--- config.mk ---
export PLATFORM = sky130hd
export DESIGN_NAME = regfile_wb_arbiter_flat
export DESIGN_NICKNAME = d
export VERILOG_FILES = /design/src/rtl/regfile_wb_arbiter_if.sv /design/src/rtl/regfile_wb_arbiter.sv /design/src/flat_wrapper.sv
export SDC_FILE = /design/constraint.sdc
export NUM_CORES = 1
export LEC_CHECK = 0
export ABC_CLOCK_PERIOD_IN_PS = 3080
export CORE_UTILIZATION = 41
export CTS_BUF_LIST = sky130_fd_sc_hd__clkbuf_2
export CTS_CLUSTER_DIAMETER = 50
export CTS_CLUSTER_SIZE = 25
export DETAILED_ROUTE_END_ITERATION = 8
export PLACE_DENSITY = 0.87
export SYNTH_ARGS = -nofsm -noshare
export SYNTH_HDL_FRONTEND = slang
export SYNTH_SLANG_ARGS = --single-unit
--- constraint.sdc ---
create_clock -name clk -period 3.08 [get_ports clk]
set_input_delay 0.77 -clock clk [delete_from_list [all_inputs] [get_ports clk]]
set_output_delay 0.77 -clock clk [all_outputs]
set_load 0.1 [all_outputs]
--- src/rtl/regfile_wb_arbiter_if.sv ---
// Writeback bus between the two requesters, the arbiter and the register-file write port.
// slave = arbiter view, master = requester / register-file side.
interface regfile_wb_arbiter_if;
  logic        req0_valid;
  logic [4:0]  req0_reg;
  logic [31:0] req0_data;
  logic        req0_ready;
  logic        req1_valid;
  logic [4:0]  req1_reg;
  logic [31:0] req1_data;
  logic        req1_ready;
  logic        flush;
  logic        wr_stall;
  logic        wr_en;
  logic [4:0]  wr_reg;
  logic [31:0] wr_data;
  logic        busy;

  modport slave (
    input  req0_valid, req0_reg, req0_data,
    output req0_ready,
    input  req1_valid, req1_reg, req1_data,
    output req1_ready,
    input  flush, wr_stall,
    output wr_en, wr_reg, wr_data, busy
  );

  modport master (
    output req0_valid, req0_reg, req0_data,
    input  req0_ready,
    output req1_valid, req1_reg, req1_data,
    input  req1_ready,
    output flush, wr_stall,
    input  wr_en, wr_reg, wr_data, busy
  );
endinterface

--- src/rtl/regfile_wb_arbiter.sv ---
// Two-requester register-file writeback arbiter with a single output stage.
// Define WB_ARB_FIXED_PRIO_EN for fixed priority (req0 wins); default is round-robin.
module regfile_wb_arbiter (
  input logic                  clk,
  input logic                  rst_n,
  regfile_wb_arbiter_if.slave  bus
);

  logic        stg_vld_q, stg_vld_d;
  logic [4:0]  stg_reg_q, stg_reg_d;
  logic [31:0] stg_data_q, stg_data_d;
  logic        grant0, grant1;
  logic        can_accept;
  logic        xfer0, xfer1;
  logic [4:0]  sel_reg;
  logic [31:0] sel_data;

`ifdef WB_ARB_FIXED_PRIO_EN
  always_comb begin
    grant0 = bus.req0_valid;
    grant1 = bus.req1_valid & ~bus.req0_valid;
  end
`else
  logic last_gnt_q, last_gnt_d;

  // On contention, the requester that was not granted last time wins.
  always_comb begin
    grant0 = bus.req0_valid & (~bus.req1_valid | last_gnt_q);
    grant1 = bus.req1_valid & (~bus.req0_valid | ~last_gnt_q);
  end

  always_comb begin
    last_gnt_d = last_gnt_q;
    if (xfer0) begin
      last_gnt_d = 1'b0;
    end else if (xfer1) begin
      last_gnt_d = 1'b1;
    end
  end

  always_ff @(posedge clk or negedge rst_n) begin
    if (!rst_n) begin
      last_gnt_q <= 1'b1;
    end else begin
      last_gnt_q <= last_gnt_d;
    end
  end
`endif

  // rst_n gates acceptance so readies stay low throughout reset.
  always_comb begin
    can_accept = rst_n & ~bus.flush & (~stg_vld_q | ~bus.wr_stall);
    xfer0      = grant0 & can_accept;
    xfer1      = grant1 & can_accept;
  end

  always_comb begin
    bus.req0_ready = xfer0;
    bus.req1_ready = xfer1;
  end

  always_comb begin
    sel_reg  = bus.req0_reg;
    sel_data = bus.req0_data;
    if (xfer1) begin
      sel_reg  = bus.req1_reg;
      sel_data = bus.req1_data;
    end
  end

  // Flush dominates stall; a transfer refills a draining stage with no bubble;
  // register 0 is accepted but leaves the stage empty.
  always_comb begin
    stg_vld_d  = stg_vld_q;
    stg_reg_d  = stg_reg_q;
    stg_data_d = stg_data_q;
    if (bus.flush) begin
      stg_vld_d = 1'b0;
    end else if (xfer0 | xfer1) begin
      stg_vld_d  = (sel_reg != 5'd0);
      stg_reg_d  = sel_reg;
      stg_data_d = sel_data;
    end else if (stg_vld_q & ~bus.wr_stall) begin
      stg_vld_d = 1'b0;
    end
  end

  always_ff @(posedge clk or negedge rst_n) begin
    if (!rst_n) begin
      stg_vld_q  <= 1'b0;
      stg_reg_q  <= '0;
      stg_data_q <= '0;
    end else begin
      stg_vld_q  <= stg_vld_d;
      stg_reg_q  <= stg_reg_d;
      stg_data_q <= stg_data_d;
    end
  end

  always_comb begin
    bus.wr_en   = stg_vld_q & ~bus.wr_stall;
    bus.wr_reg  = stg_reg_q;
    bus.wr_data = stg_data_q;
    bus.busy    = stg_vld_q & bus.wr_stall;
  end

endmodule

--- src/flat_wrapper.sv ---
// flat-port wrapper written by rule: the top's interface ports become plain ports
module regfile_wb_arbiter_flat 
  (clk, rst_n, bus_req0_valid, bus_req0_reg, bus_req0_data, bus_req0_ready, bus_req1_valid, bus_req1_reg, bus_req1_data, bus_req1_ready, bus_flush, bus_wr_stall, bus_wr_en, bus_wr_reg, bus_wr_data, bus_busy);
  regfile_wb_arbiter_if bus_i ();
  input logic clk;
  input logic rst_n;
  input wire logic [$bits(bus_i.req0_valid)-1:0] bus_req0_valid;
  input wire logic [$bits(bus_i.req0_reg)-1:0] bus_req0_reg;
  input wire logic [$bits(bus_i.req0_data)-1:0] bus_req0_data;
  output wire logic [$bits(bus_i.req0_ready)-1:0] bus_req0_ready;
  input wire logic [$bits(bus_i.req1_valid)-1:0] bus_req1_valid;
  input wire logic [$bits(bus_i.req1_reg)-1:0] bus_req1_reg;
  input wire logic [$bits(bus_i.req1_data)-1:0] bus_req1_data;
  output wire logic [$bits(bus_i.req1_ready)-1:0] bus_req1_ready;
  input wire logic [$bits(bus_i.flush)-1:0] bus_flush;
  input wire logic [$bits(bus_i.wr_stall)-1:0] bus_wr_stall;
  output wire logic [$bits(bus_i.wr_en)-1:0] bus_wr_en;
  output wire logic [$bits(bus_i.wr_reg)-1:0] bus_wr_reg;
  output wire logic [$bits(bus_i.wr_data)-1:0] bus_wr_data;
  output wire logic [$bits(bus_i.busy)-1:0] bus_busy;
  assign bus_i.req0_valid = bus_req0_valid;
  assign bus_i.req0_reg = bus_req0_reg;
  assign bus_i.req0_data = bus_req0_data;
  assign bus_req0_ready = bus_i.req0_ready;
  assign bus_i.req1_valid = bus_req1_valid;
  assign bus_i.req1_reg = bus_req1_reg;
  assign bus_i.req1_data = bus_req1_data;
  assign bus_req1_ready = bus_i.req1_ready;
  assign bus_i.flush = bus_flush;
  assign bus_i.wr_stall = bus_wr_stall;
  assign bus_wr_en = bus_i.wr_en;
  assign bus_wr_reg = bus_i.wr_reg;
  assign bus_wr_data = bus_i.wr_data;
  assign bus_busy = bus_i.busy;
  regfile_wb_arbiter u_core (.clk(clk), .rst_n(rst_n), .bus(bus_i));
endmodule
[Yosys cells after proc, flatten, opt, wreduce, memory -nomap -nowiden]
Cells that the tools add are included.
Word-level totals
  register bits after elaboration: 39
  latch bits: 0
  bits in writable memories: 0
  ROM bits: 0
  input port bits: 80
  output and inout bits: 41
  memories kept: 0
Cells by class
  $add $sub $neg: 0
  multipliers: 0
  divide/modulo/power cells: 0
  magnitude comparators: 0
  equality and inequality tests: 0
  shift-type cells: 0
  multiplexer cells: 7
  bitwise logic cells: 18
  reduce and logical (&&, ||, !) cells: 4
Operator list (count)
  32-bit 2-to-1 mux: 1
  1-bit AND: 8
  1-bit NOT: 6
  1-bit 2-to-1 mux: 5
  5-bit 2-to-1 mux: 1
  5-bit nonzero test: 1
  1-bit bitwise OR: 4
  3-bit nonzero test: 1
  2-bit AND reduction: 1
  2-bit nonzero test: 1

[Depth between registers and ports, before layout]
  depth after elaboration: 8
  depth in mapped cells: 6
  depth with buffers taken out: 3

[Least setup slack after synthesis]
No wires, ideal clock.
  path type: in2out
  start: in bus_wr_stall
  end: out bus_req0_ready
  arrival time: 2.923 ns
  setup slack: -0.613 ns
  stages on the path: 4
  cell sequence: and2_1 -> buf_2 -> or3b_1 -> nor2_1
Between the ends
  word-level cells in the longest chain between the ends: 4
RTL lines
  from (decl): RTL line flat_wrapper.sv:16  | input wire logic [$bits(bus_i.wr_stall)-1:0] bus_wr_stall;
  1-bit NOT: RTL line regfile_wb_arbiter.sv:52  | can_accept = rst_n & ~bus.flush & (~stg_vld_q | ~bus.wr_stall);
  1-bit bitwise OR: RTL line regfile_wb_arbiter.sv:52
  1-bit AND: RTL line regfile_wb_arbiter.sv:52
  1-bit AND: RTL line regfile_wb_arbiter.sv:53  | xfer0 = grant0 & can_accept;
  to (decl): RTL line flat_wrapper.sv:10  | output wire logic [$bits(bus_i.req0_ready)-1:0] bus_req0_ready;
No other way between the ends.

[Worst setup path in the final report]
  start: in bus_flush
  end: out bus_req0_ready
Between the ends
  word-level cells in the longest chain between the ends: 4
RTL lines
  from (decl): RTL line flat_wrapper.sv:15  | input wire logic [$bits(bus_i.flush)-1:0] bus_flush;
  1-bit NOT (no source line)
  1-bit AND (2 in a row): RTL line regfile_wb_arbiter.sv:52
  1-bit AND: RTL line regfile_wb_arbiter.sv:53
No other way between the ends.

==> metrics.cfg <==
[critical_path]
startpoint_type=input pin
path_max_fanout=3
arrival_ns=2.15
path_class=in2out
required_ns=2.31
crit_path_end_kind=primary output

[place]
io_buffers=120
placed_area_sq_mm=0.00323
dp_hpwl_mm=3.58
pre_cts_ws_ns=0.155
routabilityCongestion=0.787
dpl.cell_count=325

[power]
p_comb_share_pct=62.1
power_density_mw_per_mm2=741
pwr-share-seq_pct=29.1
peakVddDrop_uv=438
power.leakage_nw=1.38
p_sw_w=0.00133
p_int_w=0.00110
power.share.clock_pct=8.8
switching_share_pct=54.7

[layout]
fillers=380
largest_reg_flops=32
final_cell_count_no_fill=333
design_area_sq_mm=0.00327
diodes=0
fin_nets=345
multi_input_area_sq_um=973
syn_to_final_growth_pct=63.2
drive_gt1_share_pct=32.3
post-route-util_pct=69.2
seqCellArea_sq_um=977

[clock_network]
hold_buffers=0
clk_pin_slew_ns=0.17
h-tree-depth=2
cts_setup_buffers=0
root_buffer=clkbuf_2
clock_sinks=39
numCtsBuffers=5
insertion_delay_ns=0.37
cts_max_path_buffers=2
tritoncts=done
cts_resized=0

[global_routing]
gr-total-overflow=0
grt_pass1_wl_mm=7.17
grt_usage_pct=18.2
grt_pass1_vias=1606
antenna_found_initial=0
grt_max_degree=40

[synthesis]
syn_area_sq_mm=0.00200
yosys.cell_types.count=21
yosysTopAreaCell=dfrtp_1
synthArstFlopShare_pct=100
synth-edff-count=0
ys.flop_type=dfrtp_1
synth_top_area_share_pct=47.5
syn_inst=141
avgSynthCellArea_sq_um=14.2
yosys-top-cells-area=dfrtp_1 48%, mux2_1 27%, mux2_2 15%
ys_ff_latch=39
syn-num-nets=221
synth.most_common_cell=mux2_1
yosysWarnings=0
synth_common_cells=48 x mux2_1, 38 x dfrtp_1, 26 x mux2_2, 5 x buf_2, 4 x nor2_1
yosysSeqAreaShare_pct=48.8

[routing]
wl_mm=4.44
num_vias=1576
firstDrtPassIters=2
post-route-drc-count=0
drt-vias-per-instance=4.73
antenna_left=0
wl_per_cell_um=13.3
drtIter0Drc=28

[floorplan]
num_rows=25
coreArea_sq_mm=0.00472
io_pins=121
die_x_um=71.9
die_area_sq_mm=0.00517
fp.dieH_um=71.9
initial_utilization_pct=42.4

[timing]
setup_ws_ns=0.159
clock_skew_ns=0.00275
tns_ns=0
worstMarginPinSlew_ns=0.479
period_needed_ns=2.92
rsz0062_at_grt=false
max_clock_freq_mhz=342
drv_slew=0
final_hold_viol_count=0
slew_headroom_pct=68.1
min_period_over_period_pct=94.8
finalSetupViolCount=0

[job]
drv_cap=0

[run_status]
status=finished clean

[min_path]
hold_path_class=in2async

[per-layer routing]
metal / part of all wire [%] / global-route usage (%) / wire length, um
met1: 40 / 20.9 / 1790
met5: 0 / 0 / 0
met2: 49 / 31.1 / 2160
met4: 1.7 / 6.32 / 74
met3: 9.4 / 6.89 / 419
[power by group through the flow]
| stage | logic (W) | registers [W] | clock network (W) |
|---|---|---|---|
| after global routing | 0.00155 | 0.000724 | 0.000245 |
| after CTS | 0.00152 | 0.000707 | 0.000226 |
| final | 0.00151 | 0.000705 | 0.000212 |
| after detailed placement | 0.00152 | 0.000717 | 0 |
| after global placement | 0.00151 | 0.000710 | 0 |
| after floorplan | 0.000224 | 0.00162 | 0 |
[final cells by class]
type	count	share of cell area, %
Timing Repair Buffer	126	36.4
Multi-Input combinational cell	92	29.8
Tap cell	67	2.57
Inverter	1	0.115
Clock buffer	7	1.07
Sequential cell	39	29.9
Clock inverter	1	0.153
[layout by cell type, fill, tap and decap left out]
master            n
clkbuf_2          7
nor2_1            3
inv_1             1
nor2_4            1
dfstp_2           1
or3b_1            1
nand3_1           1
buf_4            43
and2_1            2
nor3_4            1
a21boi_4          1
mux2_1           48
buf_2             1
nor3_1            1
a22o_1            1
buf_12            4
dfrtp_1          38
or4_1             1
clkinv_2          1
nor2b_1           2
clkdlybuf4s50_1  78
or3_1             1
mux2_2           26
a32o_1            1
nand2b_1          1
[critical path, stage by stage]
cell and delay (ns):
clkdlybuf4s50_1 0.41, nand2b_1 0.21, or3b_1 0.43, nor2_4 0.15
buf_12 0.18
[path summary, 6_finish.rpt]
| path | depth (start not counted) | end | slack (ns) | from |
|---|---|---|---|---|
| max reg2reg | 5 | u_core.bus.wr_reg[0]$_DFFE_PN0P_ | 1.39 | u_core.stg_vld_q$_DFFE_PN0P_ |
| min | 2 | u_core.bus.wr_data[11]$_DFFE_PN0P_ | 0.48 | rst_n |
| min reg2reg | 1 | u_core.bus.wr_data[25]$_DFFE_PN0P_ | 0.51 | u_core.bus.wr_data[25]$_DFFE_PN0P_ |
| max in group asynchronous | 2 | u_core.last_gnt_q$_DFFE_PN1N_ | 2.25 | rst_n |
| min in group clk | 1 | u_core.bus.wr_data[25]$_DFFE_PN0P_ | 0.51 | u_core.bus.wr_data[25]$_DFFE_PN0P_ |
| max | 5 | bus_req0_ready | 0.16 | bus_flush |
[kinds of logic (layout without fill, tap and decap cells)]
logic type             after synthesis  in the layout  share of synthesized area (%)
and+or+nand+nor                     15             15                           4.75
muxes                               74             74                           41.6
DFF                                 39             39                           48.8
buffers and inverters               10            135                           3.50
AOI/OAI and AO/OA                    3              3                           1.31
[through the flow]
stage	hold WS [ns]	total power, W
2_1_floorplan	0.474	0.00184
3_5_place_dp	0.480	0.00223
3_3_place_gp	0.470	0.00222
5_1_grt	0.483	0.00252
4_1_cts	0.458	0.00245
6_report	0.484	0.00242
No activity file was read; power rests on OpenSTA's default activity.
